$ cat config.mk
export PLATFORM = sky130hd
export DESIGN_NAME = carry_chain_join
export DESIGN_NICKNAME = d
export VERILOG_FILES = /design/src/rtl/adder_pkg.sv /design/src/rtl/carry_select_cell.sv /design/src/rtl/carry_chain_join.sv
export SDC_FILE = /design/constraint.sdc
export NUM_CORES = 1
export LEC_CHECK = 0
export ABC_AREA = 1
export CORE_MARGIN = 2
export CORE_UTILIZATION = 30
export DETAILED_ROUTE_END_ITERATION = 8
export SLEW_MARGIN = 20
export SYNTH_ARGS = -nofsm -noshare
export SYNTH_HDL_FRONTEND = slang
export SYNTH_SLANG_ARGS = --single-unit
$ cat constraint.sdc
create_clock -name clk -period 2.9 [get_ports clk]
set_input_delay 0.29 -clock clk [delete_from_list [all_inputs] [get_ports clk]]
set_output_delay 0.29 -clock clk [all_outputs]
set_load 0.01 [all_outputs]
$ cat src/rtl/adder_pkg.sv
// Shared definitions for the carry-select adder stage and its consumers.
// Holds the chunk-result layout, the FSM state type and the group-term bundle.
package adder_pkg;

    localparam int W        = 16;
    localparam int RES_W    = 2*W + 2;
    localparam int RES_P    = 2*W + 1;
    localparam int RES_G    = 2*W;
    localparam int RES_S_HI = 2*W - 1;
    localparam int RES_S_LO = W;
    localparam int RES_T_HI = W - 1;
    localparam int RES_T_LO = 0;

    typedef enum logic {
        COLLECT = 1'b0,
        HOLD    = 1'b1
    } state_t;

    typedef struct packed {
        logic gp;
        logic gg;
    } grp_t;

endpackage

$ cat src/rtl/carry_select_cell.sv
// One step of the serial carry resolution: picks the chunk sum for the
// incoming carry and folds the chunk p/g into the running group terms.
module carry_select_cell
    import adder_pkg::*;
#(
    parameter int W = adder_pkg::W
) (
    input  logic         p,
    input  logic         g,
    input  logic [W-1:0] s,
    input  logic [W-1:0] t,
    input  logic         ci,
    input  logic         first,
    input  grp_t         grp_in,
    output logic [W-1:0] sum,
    output logic         co,
    output grp_t         grp_out
);

    // Select, carry recurrence and group fold; first chunk restarts the fold.
    always_comb begin
        sum        = ci ? s : t;
        co         = g | (p & ci);
        grp_out.gp = (first ? 1'b1 : grp_in.gp) & p;
        grp_out.gg = g | (p & (first ? 1'b0 : grp_in.gg));
    end

endmodule

$ cat src/rtl/carry_chain_join.sv
// Joins a least-significant-first stream of chunk adder results into one
// wide sum with carry-out and group p/g, presented on a valid/ready port.
module carry_chain_join
    import adder_pkg::*;
#(
    parameter int W = adder_pkg::W,
    parameter int N = 4
) (
    input  logic             clk,
    input  logic             rst,
    input  logic             in_valid,
    output logic             in_ready,
    input  logic [2*W+1:0]   in_res,
    input  logic             in_cin,
    output logic             out_valid,
    input  logic             out_ready,
    output logic [N*W-1:0]   out_sum,
    output logic             out_cout,
    output logic             out_gp,
    output logic             out_gg
);

    localparam int CW  = (N > 1) ? $clog2(N) : 1;
    localparam int P_B = 2*W + 1;
    localparam int G_B = 2*W;

    state_t          state_q, state_d;
    logic [CW-1:0]   cnt_q, cnt_d;
    logic            c_q, c_d;
    logic [N*W-1:0]  sum_q, sum_d;
    logic            cout_q, cout_d;
    grp_t            grp_q, grp_d;

    logic            accept;
    logic            first;
    logic            last;
    logic            ci;
    logic [W-1:0]    cell_sum;
    logic            cell_co;
    grp_t            cell_grp;

    assign accept = in_valid && in_ready;
    assign first  = (cnt_q == '0);
    assign last   = (cnt_q == CW'(N - 1));
    assign ci     = first ? in_cin : c_q;

    carry_select_cell #(
        .W (W)
    ) u_cell (
        .p       (in_res[P_B]),
        .g       (in_res[G_B]),
        .s       (in_res[2*W-1:W]),
        .t       (in_res[W-1:0]),
        .ci      (ci),
        .first   (first),
        .grp_in  (grp_q),
        .sum     (cell_sum),
        .co      (cell_co),
        .grp_out (cell_grp)
    );

    // State register plus datapath registers; reset discards any partial word.
    always_ff @(posedge clk) begin
        if (rst) begin
            state_q <= COLLECT;
            cnt_q   <= '0;
            c_q     <= 1'b0;
            sum_q   <= '0;
            cout_q  <= 1'b0;
            grp_q   <= '0;
        end else begin
            state_q <= state_d;
            cnt_q   <= cnt_d;
            c_q     <= c_d;
            sum_q   <= sum_d;
            cout_q  <= cout_d;
            grp_q   <= grp_d;
        end
    end

    // Next state: finish a word on the last chunk, release it on handshake.
    always_comb begin
        state_d = state_q;
        unique case (state_q)
            COLLECT: if (accept && last) state_d = HOLD;
            HOLD:    if (out_ready)      state_d = COLLECT;
            default: state_d = COLLECT;
        endcase
    end

    // Handshake outputs are a pure decode of the state.
    always_comb begin
        in_ready  = (state_q == COLLECT);
        out_valid = (state_q == HOLD);
    end

    // Datapath: write the resolved chunk into its slice and advance the carry.
    always_comb begin
        cnt_d  = cnt_q;
        c_d    = c_q;
        sum_d  = sum_q;
        cout_d = cout_q;
        grp_d  = grp_q;
        if (accept) begin
            sum_d[int'(cnt_q)*W +: W] = cell_sum;
            c_d   = cell_co;
            grp_d = cell_grp;
            cnt_d = last ? '0 : cnt_q + CW'(1);
            if (last) cout_d = cell_co;
        end
    end

    assign out_sum  = sum_q;
    assign out_cout = cout_q;
    assign out_gp   = grp_q.gp;
    assign out_gg   = grp_q.gg;

endmodule

# Word level (Yosys, flattened, before mapping)

Cells that the tools add are included.

Bitwise operators: 6
Add/subtract/negate cells: 2
Reductions and logical operators: 4
Equal/unequal tests: 1
Shift-type cells: 2
Multiplexer cells: 9

Operator list:

| operator                                                                  | count |
|---|---|
| 64-bit bitwise mux                                                        | 1 |
| 16-bit by 33-bit variable shift with 64-bit output (first input constant) | 1 |
| 16-bit by 33-bit variable part select with 64-bit output                  | 1 |
| 6-bit negation with 33-bit output                                         | 1 |
| 16-bit two-way mux                                                        | 1 |
| 1-bit two-way mux                                                         | 5 |
| 1-bit bitwise AND                                                         | 3 |
| 2-bit by 1-bit adder with 2-bit output (second input constant)            | 1 |
| 2-bit equality test (second input constant)                               | 1 |
| 1-bit logical AND                                                         | 2 |
| 2-bit logical NOT                                                         | 1 |
| 2-bit two-way mux                                                         | 1 |
| 1-bit OR                                                                  | 2 |
| 1-bit one-hot mux with 2 select lines                                     | 1 |
| 2-bit AND reduction                                                       | 1 |
| 1-bit inverter                                                            | 1 |

Output and inout port bits: 69
Word-level logic and storage cells: 31
Input port bits: 39
Flip-flop bits (word level): 71

# Logic depth before layout (Yosys ltp)

Depth after elaboration: 5
Gate-level depth with buffers: 10

# Modules after synthesis

A second synthesis with hierarchy kept.

Cells, all modules: 456
Area total of the unflattened synthesis: 3201.8 µm²

Modules (own cells, without submodules):

| module            | seq. area each (µm²) | times used | area an instance (µm²) | cells each |
|---|---|---|---|---|
| carry_chain_join  | 1421.4               | 1          | 2950.3                 | 398 |
| carry_select_cell | 0.0                  | 1          | 251.5                  | 58 |

# Worst setup path after synthesis

No wires, ideal clock.

Path kind: flip-flop to flip-flop
Start: reg cnt_q[0]
End: reg sum_q[6] (netlist: out_sum[6])
Library setup time: 0.068 ns
Stages on the path, launching flop included: 10
Path buffers: 2
Path slack: 1.206 ns
Required time: 2.832 ns
Arrival time: 1.625 ns
Cells stage by stage: dfxtp_1 -> buf_2 -> inv_2 -> ha_1 -> nor2_1 -> nand2_1 -> nor2_8 -> buf_8 -> nand2_1 -> a21oi_2

Cells in the longest elaborated chain, start to end: 5
Elaborated cells between the ends (all ways): 7
Those cells by class: 1 x add/sub; 2 x shift; 3 x mux; 1 x reduce/logical

RTL lines:

| item                                                                                      | RTL line                | text |
|---|---|---|
| start, declared                                                                           | carry_chain_join.sv:28  | `logic [CW-1:0] cnt_q, cnt_d;` |
| start signal, assigned                                                                    | carry_chain_join.sv:73  | `cnt_q <= cnt_d;` |
| parallel branches: the longest is 4 deep, another holds 6-bit negation with 33-bit output | n/a                     |  |
| 64-bit bitwise mux (*)                                                                    | carry_chain_join.sv:105 | `sum_d[int'(cnt_q)*W +: W] = cell_sum;` |
| end signal, assigned                                                                      | carry_chain_join.sv:75  | `sum_q <= sum_d;` |
| end, declared                                                                             | carry_chain_join.sv:30  | `logic [N*W-1:0] sum_q, sum_d;` |

Every way passes the cells marked *.
A chain may end at the register's enable or synchronous reset.

# Final worst setup path

Start: reg cnt_q[0]
End: reg sum_q[53] (netlist: out_sum[53])

The elaborated chain is that of the path after synthesis.

==> run metrics <==
max incr delay on CP=0.49 ns; Post-synth EDFFs=0; worst min-delay path class=input pin to flip-flop; Slowest-stage cell, CP=nor3_4; TritonCTS clock tree=done; WS Path Type=flip-flop to flip-flop; CP Cell Sequence=buf_4 -> ha_1 -> nand3_2 -> nor3_4 -> nand4_1 -> nand2_1; maximum vdd drop=0.179 mV; Simple-Gate Fraction of Synth Area=0.346; Final Non-Filler Cells=approximately 630; Max Buffers Root-to-Sink=2; Adder-Cell Fraction of Synth Area=0.0200; post-CTS resize count=0; Avg Inst Size Synth=7.91 sq um; leading area contributor after synthesis=dfxtp_1; Placeable Area=between 10000 and 15000 sq um; residual DRC count=0; leak pwr=approximately 1.6 nW; largest net degree at the start of global routing=37; area of the die=11200 sq um; vias in the first global route=between 3000 and 4000; final period demand of the worst path=1.95 ns; Die Y=106 um; Slew HR=0.578; fin util=0.432; register area share after synthesis=0.455; CP Capture Type=flip-flop; Distinct cells, synth=28; layout cells sized above 1=0.0913; main combinational cell family by area after synthesis=simple AND/OR/NAND/NOR gates; dpl ws=about 0.94 ns; cells after synthesis=395; diode count=0; CP Launch Type=flip-flop; initial core utilization=0.305; Post-synth top flop=dfxtp_1; CP top delay family=simple AND/OR/NAND/NOR gates; die width=roughly 110 um; status=complete, no violations; top-count cell post-synth=nand2_1; # port buffers=~110; Worst-Margin Slew=approximately 0.63 ns; Final Skew=approximately 0.006 ns; xor/xnor share of the synthesized area=0; Worst Path Required=about 3.2 ns; YS warnings=0; Total GRT Usage=0.184; Layout area overhead=41.5%; CTS Buf Count=9; GR Layer Usage met2=0.282; Rows=37; CP Data Arrival Time=2.23 ns; Routed Antenna Nets=0; Detailed Place HPWL=7.54 mm; clock sink count=71; Syn Std Cell Area=~3100 sq um; PD cells=approximately 500 nW/um^2; setup_tns=0 ns; FFs w/ async S/R, synth=0; initial antenna violation count=0; Post-synth top cells=nand2_1 (105), dfxtp_1 (71), nand3_1 (63), a21oi_1 (51), nand4_1 (32); nets=around 530; crit share post-route=0.671; max_cap viols=0; Vias/cell=5.06; Worst-path clk slew=about 0.080 ns; first-pass GRT wire length=16.1 mm; DR iter-0 viols=around 150; largest cells by area after synthesis=dfxtp_1 (45%), nand2_1 (13%), nand3_1 (10%); GPL Wtd Cong=0.900; final setup vio count=0; CTS root buf=clkbuf_8; Critical path buffers and inverters=1; Yosys reg bits=71; final slew viol count=0; Clock Latency Late Sink=0.35 ns; RSZ-0062 raised after global routing=false; crit path max fanout=36; total grt overflow=0; fmax=514 MHz; H-tree Lvls=3; vias after detailed routing=3182; 1st-pass router iterations=5; global routing's busiest layer=met2; Synth Area in Compound Gates=0.106; post-synth top area share=0.455; Final Hold Viols=0; Syn Nets=439; DR WL/cell=~16 um; post-synthesis mux area share=0; CTS Hold Bufs=0; post-CTS setup buffers=0; met1 Use GR=0.251; post-route setup slack=around 0.95 ns; routed wire length=around 10 mm; Cell Count Post-Placement=between 600 and 700; GRT met3 Usage=0.0325; Top Ports=~110
## per-stage QoR
step / instance area (sq um) / hold slack, ns / power [mW]
final: 4420 / 0.442 / 2.20
after global routing: 4420 / 0.473 / 2.29
after CTS: 4420 / 0.436 / 2.21
after detailed placement: 4220 / 0.461 / 1.40
after global placement: 4220 / 0.436 / 1.39
after floorplan: 3120 / 0.438 / 1.26
## final timing paths
path | start | to | slack (ns) | depth (start not counted)
max | cnt_q[0] | out_sum[53] | 0.95 | 6
min | rst | out_sum[26] | 0.44 | 2
max reg2reg | cnt_q[0] | out_sum[53] | 0.95 | 6
min reg2reg | out_sum[1] | out_sum[1] | 0.47 | 2
## layout make-up
| class | count | area (sq um) |
|---|---|---|
| Clock buffer | 10 | 138 |
| Fill cell | 1034 | 5810 |
| Clock inverter | 6 | 68.8 |
| Inverter | 13 | 53.8 |
| Sequential cell | 71 | 1420 |
| Timing Repair Buffer | 111 | 1100 |
| Tap cell | 136 | 170 |
| Multi-Input combinational cell | 282 | 1470 |
## layout by cell type, fill, tap and decap left out, types with 2 or more instances in the layout
cell type,n
clkdlybuf4s50_1,106
nand2_1,105
dfxtp_1,71
nand3_1,63
a21oi_1,51
nand4_1,32
clkbuf_8,10
inv_1,9
a21oi_2,6
ha_1,5
buf_4,4
inv_2,3
nand2_4,3
clkinv_4,3
nor2_1,3
o21ai_0,3
nor2_4,2
or2_2,2
## state kept, by name, summed over array words and instances, names as in the netlist
name and flops:
out_cout 1, cnt_q 2, out_gp 1, c_q 1, out_gg 1, out_sum 64, out_valid 1
## cells by family after synthesis
logic type	Yosys count
AO/OA/AOI/OAI	61
adder cells (fa/ha/maj)	5
buffers and inverters	42
flip-flops	71
AND/OR/NAND/NOR	216
## per-layer routing
metal / wire length [um] / up-vias / part of all wire
met5: 0 / - / 0
met4: 331 / 0 / 0.032
met3: 577 / 29 / 0.056
met2: 4710 / 114 / 0.45
met1: 4740 / 1504 / 0.46
li1: - / 1535 / -
## power by group
group	total (mW)	leakage, nW	switching [mW]	internal [mW]
Sequential	1.01	0.574	0.0124	0.993
Combinational	0.374	0.939	0.242	0.133
Clock	0.822	0.103	0.397	0.425
Total	2.20	1.62	0.651	1.55
No activity file was read; power rests on OpenSTA's default activity.
